--- config.mk ---
export PLATFORM = sky130hd
export DESIGN_NAME = entropy_word_fifo
export DESIGN_NICKNAME = d
export VERILOG_FILES = /design/src/rtl/entropy_word_fifo.sv
export SDC_FILE = /design/constraint.sdc
export NUM_CORES = 1
export LEC_CHECK = 0
export BUFFER_PORTS_ARGS = -buffer_cell sky130_fd_sc_hd__buf_4
export CORE_UTILIZATION = 55
export DETAILED_ROUTE_END_ITERATION = 10
export GPL_TIMING_DRIVEN = 0
export PLACE_DENSITY_LB_ADDON = 0.05
export REMOVE_ABC_BUFFERS = 1
export SYNTH_ARGS = -nofsm -noshare
export SYNTH_HDL_FRONTEND = slang
export SYNTH_SLANG_ARGS = --single-unit
--- constraint.sdc ---
create_clock -name clk -period 24 [get_ports clk]
set_input_delay 1.2 -clock clk [delete_from_list [all_inputs] [get_ports clk]]
set_output_delay 1.2 -clock clk [all_outputs]
set_load 0.05 [all_outputs]
--- src/rtl/entropy_word_fifo.sv ---
`default_nettype none
// ============================================================================
// Module   : entropy_word_fifo
// Brief    : Packs OHT-approved raw ADC bits into words held in a FWFT FIFO.
// Revision : 1.0 - initial release
// ============================================================================
module entropy_word_fifo #(
  parameter int WORD_W = 256,
  parameter int DEPTH  = 4,
  parameter int DROP_W = 8
) (
  input  logic                     clk,
  input  logic                     rst_n,
  input  logic                     adc_in,
  input  logic                     oht_valid,
  input  logic                     inter_fail,
  input  logic                     perm_fail,
  input  logic                     deque,
  output logic [WORD_W-1:0]        rdata,
  output logic                     empty,
  output logic                     full,
  output logic [$clog2(DEPTH):0]   count,
  output logic                     locked,
  output logic [DROP_W-1:0]        drop_cnt
);

  localparam int PTR_W = $clog2(DEPTH);
  localparam int CNT_W = PTR_W + 1;
  localparam int BIT_W = $clog2(WORD_W);
  localparam logic [BIT_W-1:0]  LAST_BIT  = BIT_W'(WORD_W - 1);
  localparam logic [CNT_W-1:0]  DEPTH_CNT = CNT_W'(DEPTH);
  localparam logic [DROP_W-1:0] DROP_MAX  = {DROP_W{1'b1}};

  typedef enum logic [1:0] {
    S_IDLE = 2'd0,
    S_FILL = 2'd1,
    S_LOCK = 2'd2
  } state_t;

  state_t              state_q, state_d;
  logic [WORD_W-1:0]   sh_q, sh_d;
  logic [BIT_W-1:0]    bit_cnt_q, bit_cnt_d;
  logic [PTR_W-1:0]    wr_ptr_q, wr_ptr_d;
  logic [PTR_W-1:0]    rd_ptr_q, rd_ptr_d;
  logic [CNT_W-1:0]    count_q, count_d;
  logic                locked_q, locked_d;
  logic [DROP_W-1:0]   drop_q, drop_d;
  logic [WORD_W-1:0]   mem_q [DEPTH];

  logic                w_empty;
  logic                w_full;
  logic                w_pop;
  logic                w_bit_ok;
  logic                w_accept;
  logic                w_push;
  logic                w_drop;
  logic [WORD_W-1:0]   w_word;

  assign w_empty  = (count_q == '0);
  assign w_full   = (count_q == DEPTH_CNT);
  assign w_pop    = deque && !w_empty && (state_q != S_LOCK);
  // A bit is offered only in FILL with no fail pending; full blocks it unless a pop frees a slot.
  assign w_bit_ok = (state_q == S_FILL) && oht_valid && !inter_fail && !perm_fail;
  assign w_accept = w_bit_ok && (!w_full || w_pop);
  assign w_drop   = w_bit_ok && w_full && !w_pop;
  assign w_push   = w_accept && (bit_cnt_q == LAST_BIT);
  assign w_word   = {sh_q[WORD_W-2:0], adc_in};

  always_comb begin
    state_d = state_q;
    case (state_q)
      S_IDLE:  if (oht_valid) state_d = S_FILL;
      S_FILL:  if (!oht_valid) state_d = S_IDLE;
      S_LOCK:  state_d = S_LOCK;
      default: state_d = S_IDLE;
    endcase
    if (perm_fail) state_d = S_LOCK;
  end

  always_comb begin
    sh_d      = sh_q;
    bit_cnt_d = bit_cnt_q;
    wr_ptr_d  = wr_ptr_q;
    rd_ptr_d  = rd_ptr_q;
    count_d   = count_q;
    locked_d  = locked_q;
    drop_d    = drop_q;
    if (perm_fail) begin
      sh_d      = '0;
      bit_cnt_d = '0;
      wr_ptr_d  = '0;
      rd_ptr_d  = '0;
      count_d   = '0;
      locked_d  = 1'b1;
    end else if (state_q != S_LOCK) begin
      if (inter_fail) begin
        sh_d      = '0;
        bit_cnt_d = '0;
      end else if (w_accept) begin
        sh_d      = w_word;
        bit_cnt_d = w_push ? '0 : bit_cnt_q + BIT_W'(1);
      end
      if (w_push) wr_ptr_d = wr_ptr_q + PTR_W'(1);
      if (w_pop)  rd_ptr_d = rd_ptr_q + PTR_W'(1);
      case ({w_push, w_pop})
        2'b10:   count_d = count_q + CNT_W'(1);
        2'b01:   count_d = count_q - CNT_W'(1);
        default: count_d = count_q;
      endcase
      if (w_drop && (drop_q != DROP_MAX)) drop_d = drop_q + DROP_W'(1);
    end
  end

  always_ff @(posedge clk) begin
    if (!rst_n) begin
      state_q   <= S_IDLE;
      sh_q      <= '0;
      bit_cnt_q <= '0;
      wr_ptr_q  <= '0;
      rd_ptr_q  <= '0;
      count_q   <= '0;
      locked_q  <= 1'b0;
      drop_q    <= '0;
    end else begin
      state_q   <= state_d;
      sh_q      <= sh_d;
      bit_cnt_q <= bit_cnt_d;
      wr_ptr_q  <= wr_ptr_d;
      rd_ptr_q  <= rd_ptr_d;
      count_q   <= count_d;
      locked_q  <= locked_d;
      drop_q    <= drop_d;
    end
  end

  // Storage needs no reset: rdata is masked whenever the FIFO is empty.
  always_ff @(posedge clk) begin
    if (rst_n && w_push) mem_q[wr_ptr_q] <= w_word;
  end

  assign rdata    = w_empty ? '0 : mem_q[rd_ptr_q];
  assign empty    = w_empty;
  assign full     = w_full;
  assign count    = count_q;
  assign locked   = locked_q;
  assign drop_cnt = drop_q;

endmodule
`default_nettype wire
==> results.rst <==
.. list-table::
   :header-rows: 1

   * - Metric
     - Value
   * - Share of the cycle needed by the critical path after routing
     - 19.8%
   * - Fin. Hold Viols
     - 0
   * - Maximum level of the CTS H-tree
     - 4
   * - Power density over the cells
     - 77.1 nW/µm²
   * - Average wire per standard cell
     - 24.0 µm
   * - Post-synth EDFFs
     - 1024
   * - Drt initial violations
     - 1968
   * - Pin slew with the least headroom to its limit
     - 1.18 ns
   * - Row cnt
     - 109
   * - Largest net degree at the start of global routing
     - 79
   * - Via count of the first global-routing pass
     - 28200
   * - Static power due to leakage
     - 21.0 nW
   * - Worst setup margin
     - 19.24 ns
   * - Async S/R FF share, synth
     - 0%
   * - Total vias in the final route
     - 26900
   * - TritonCTS clock tree
     - built
   * - RSZ-0062 raised after global routing
     - no
   * - Total number of nets in the final design
     - 3219
   * - Post-Synthesis Cell Area
     - 49400 µm²
   * - Maximum vdd ir drop
     - 64.1 µV
   * - Number of buffers inserted by post-CTS setup repair
     - 0
   * - Most frequently used flop master after synthesis
     - sky130_fd_sc_hd__edfxtp_1
   * - Number of I/O port buffers
     - 276
   * - Outcome
     - finished, violations left
   * - Number of CTS-inserted buffers
     - 134
   * - Final Setup Violations
     - 0
   * - Critical Path RT
     - 22.80 ns
   * - Fmax
     - 210 MHz
   * - Overall routed net length
     - 108 mm
   * - Setup crit start kind
     - flop
   * - Post-synthesis cell type count
     - 42
   * - Initial core utilization
     - 55.7%
   * - All-Layer GR Usage
     - 24.1%
   * - Width of the die
     - 302 µm
   * - Post-synthesis area per instance
     - 16.8 µm²
   * - Via density per instance
     - 6.01
   * - Count of antenna diodes in the layout
     - 0
   * - Final GP Congestion
     - 0.730
   * - Count of filler cells inserted in the layout
     - 6284
   * - Area share of the leading cell type in the synthesized netlist
     - 62.3%
   * - Longest Clk Path Bufs
     - 3
   * - Remaining global-route overflow
     - 0
   * - Clock slew seen by the registers of the worst setup and hold paths
     - 0.06 ns
   * - Violations in the final reports
     - design-rule violations
   * - Ranking of synthesized cells by area
     - sky130_fd_sc_hd__edfxtp_1 62%, sky130_fd_sc_hd__mux4_2 12%, sky130_fd_sc_hd__dfxtp_1 11%
   * - Post-CTS Hold Buffers
     - 0
   * - Cell type with the highest aggregate area in the netlist
     - sky130_fd_sc_hd__edfxtp_1
   * - Flip-flop and latch count after synthesis
     - 1307
   * - Number of cells upsized or downsized after cts
     - 0
   * - Worst setup EP type
     - output port
   * - Post-Syn Instances
     - 2948
   * - Post-place instance area
     - 53700 µm²
   * - Top fanout value on the critical path
     - 39
   * - Shortest period the worst path allows
     - 4.76 ns
   * - Fraction of final layout cells with drive strength greater than 1
     - 24.1%
   * - Class of the most critical setup path
     - reg -> out
   * - Clk Latency, worst-skew pair
     - 0.72 ns
   * - Die Ht
     - 302 µm
   * - Sequential cell area
     - 36400 µm²
   * - Normalized max-slew margin
     - 21.7%
   * - Path category of the worst min-delay check
     - reg -> reg
   * - Number of antenna violations at the first check in global routing
     - 0
   * - Clock Root Buffer
     - sky130_fd_sc_hd__clkbuf_16
   * - First-pass GRT wire length
     - 165 mm
   * - # DRC
     - 20
   * - Final total negative setup slack
     - 0 ns
   * - Core region area
     - 88600 µm²
   * - Area of the multi-input gates
     - 12000 µm²
   * - Worst slack at placement
     - 19.35 ns
   * - Part of the Yosys area used for sequential elements
     - 73.7%
   * - Final instance area
     - 58000 µm²
   * - Die Area
     - 91000 µm²
   * - Layout area overhead
     - 17.4%
   * - Antenna violation net count after detailed routing
     - 0
   * - Clock net sink count
     - 1307
   * - Ys Warns
     - 0
   * - Final Max Tran Viols
     - 0
   * - Clk_skew
     - 0.0182 ns
   * - DP Wirelength
     - 58.3 mm
   * - Total iterations of the first detailed-routing run
     - 8
   * - Max Cap Violations
     - 0
   * - Data arrival time of the critical path
     - 3.56 ns
   * - Number of I/O pins
     - 277
sequential cells by signal, summed over array words and instances (netlist names), named ones only:
signal,flops
wr_ptr_q,2
drop_cnt,8
locked,1
sh_q,255
count,3
bit_cnt_q,8
state_q,2
mem_q,1024
rd_ptr_q,2
layout make-up:
type | instances | area share (%)
clock buffers | 201 | 6.79
flip-flops and latches | 1307 | 62.8
clock inverters | 41 | 0.604
multi-input cells | 1408 | 20.7
repair buffers | 342 | 6.46
inverters | 11 | 0.0712
well taps | 1165 | 2.51
through the flow:
stage               cells  power [mW]  utilization, %  hold WS [ns]
floorplan            2726        2.47               -         0.435
global placement     4167        2.49            58.6         0.448
CTS                  4475        4.51            65.4         0.484
detailed placement   4233        2.50            60.6         0.475
finish               4475        4.47            65.4         0.492
global route         4475        4.59            65.4         0.503
cell usage in the layout (no fill, tap or decap), drive strengths merged, types with 7 or more instances in the layout:
cell / netlist / layout
nor2: 13 / 13
buf: 71 / 342
clkinv: 0 / 32
and2: 257 / 257
inv: 11 / 13
ha: 7 / 7
nand2: 113 / 113
nand3: 261 / 261
clkbuf: 151 / 201
a21oi: 264 / 264
o21ai: 159 / 159
nand2b: 14 / 14
mux2i: 11 / 11
edfxtp: 1024 / 1024
mux4: 256 / 256
dfxtp: 283 / 283
cells in the mapped netlist, drive strengths merged (2+ instances only):
cell type	number
edfxtp	1024
dfxtp	283
a21oi	264
nand3	261
and2	257
mux4	256
o21ai	159
clkbuf	151
nand2	113
buf	71
nand2b	14
nor2	13
inv	11
mux2i	11
ha	7
and3	6
nor4	5
o211ai	5
nand4	4
nor3	4
o2111ai	3
o31ai	3
or3	3
xnor2	3
a211oi	2
nor2b	2
or4	2
xor2	2
report_power, final:
part | switching, mW | internal (mW) | total [mW]
Sequential | 0.000453 | 2.41 | 2.41
Clock | 0.825 | 1.20 | 2.02
Combinational | 0.0357 | 0.00834 | 0.0440
Total | 0.862 | 3.61 | 4.47
worst paths after layout:
check / start / endpoint / slack, ns / cells after the start
worst max-delay path: flop / rdata[23] / 19.24 / 6
worst min-delay path: state_q[1]$_SDFFE_PN0P_ / state_q[0]$_SDFFE_PP0P_ / 0.49 / 1
worst max register to register: bit_cnt_q[0]$_SDFFE_PP0P_ / mem_q[1][216]$_DFFE_PP_ / 20.19 / 8
worst min register to register: state_q[1]$_SDFFE_PN0P_ / state_q[0]$_SDFFE_PP0P_ / 0.49 / 1
worst max-delay path: stages, from the launching register on:
cell	delay, ns
sky130_fd_sc_hd__dfxtp_4	0.86
sky130_fd_sc_hd__buf_16	0.37
sky130_fd_sc_hd__buf_16	0.30
sky130_fd_sc_hd__buf_16	0.30
sky130_fd_sc_hd__mux4_2	0.53
sky130_fd_sc_hd__and2_1	0.21
sky130_fd_sc_hd__buf_4	0.20
logic make-up (layout without fill, tap and decap cells):
| logic type | Yosys count | in the layout | share of synthesized area, % |
|---|---|---|---|
| DFF | 1307 | 1307 | 73.7 |
| and+or+nand+nor | 689 | 689 | 7.45 |
| AOI/OAI and AO/OA | 439 | 439 | 4.58 |
| muxes | 267 | 267 | 11.9 |
| buffers and inverters | 233 | 595 | 2.02 |
| adders and majority gates | 8 | 8 | 0.218 |
| xor gates and xnor gates | 5 | 5 | 0.0887 |
per-layer routing:
metal  GRT usage, %  vias to the layer above  share of wire [%]
met5              0                        -                  0
met4           7.06                        0                2.0
met3           4.81                      154                5.8
met2           40.2                      754                 50
met1           32.3                    14100                 42
li1               -                    11900                  -
Note: power is estimated with default switching activity, not from simulation.
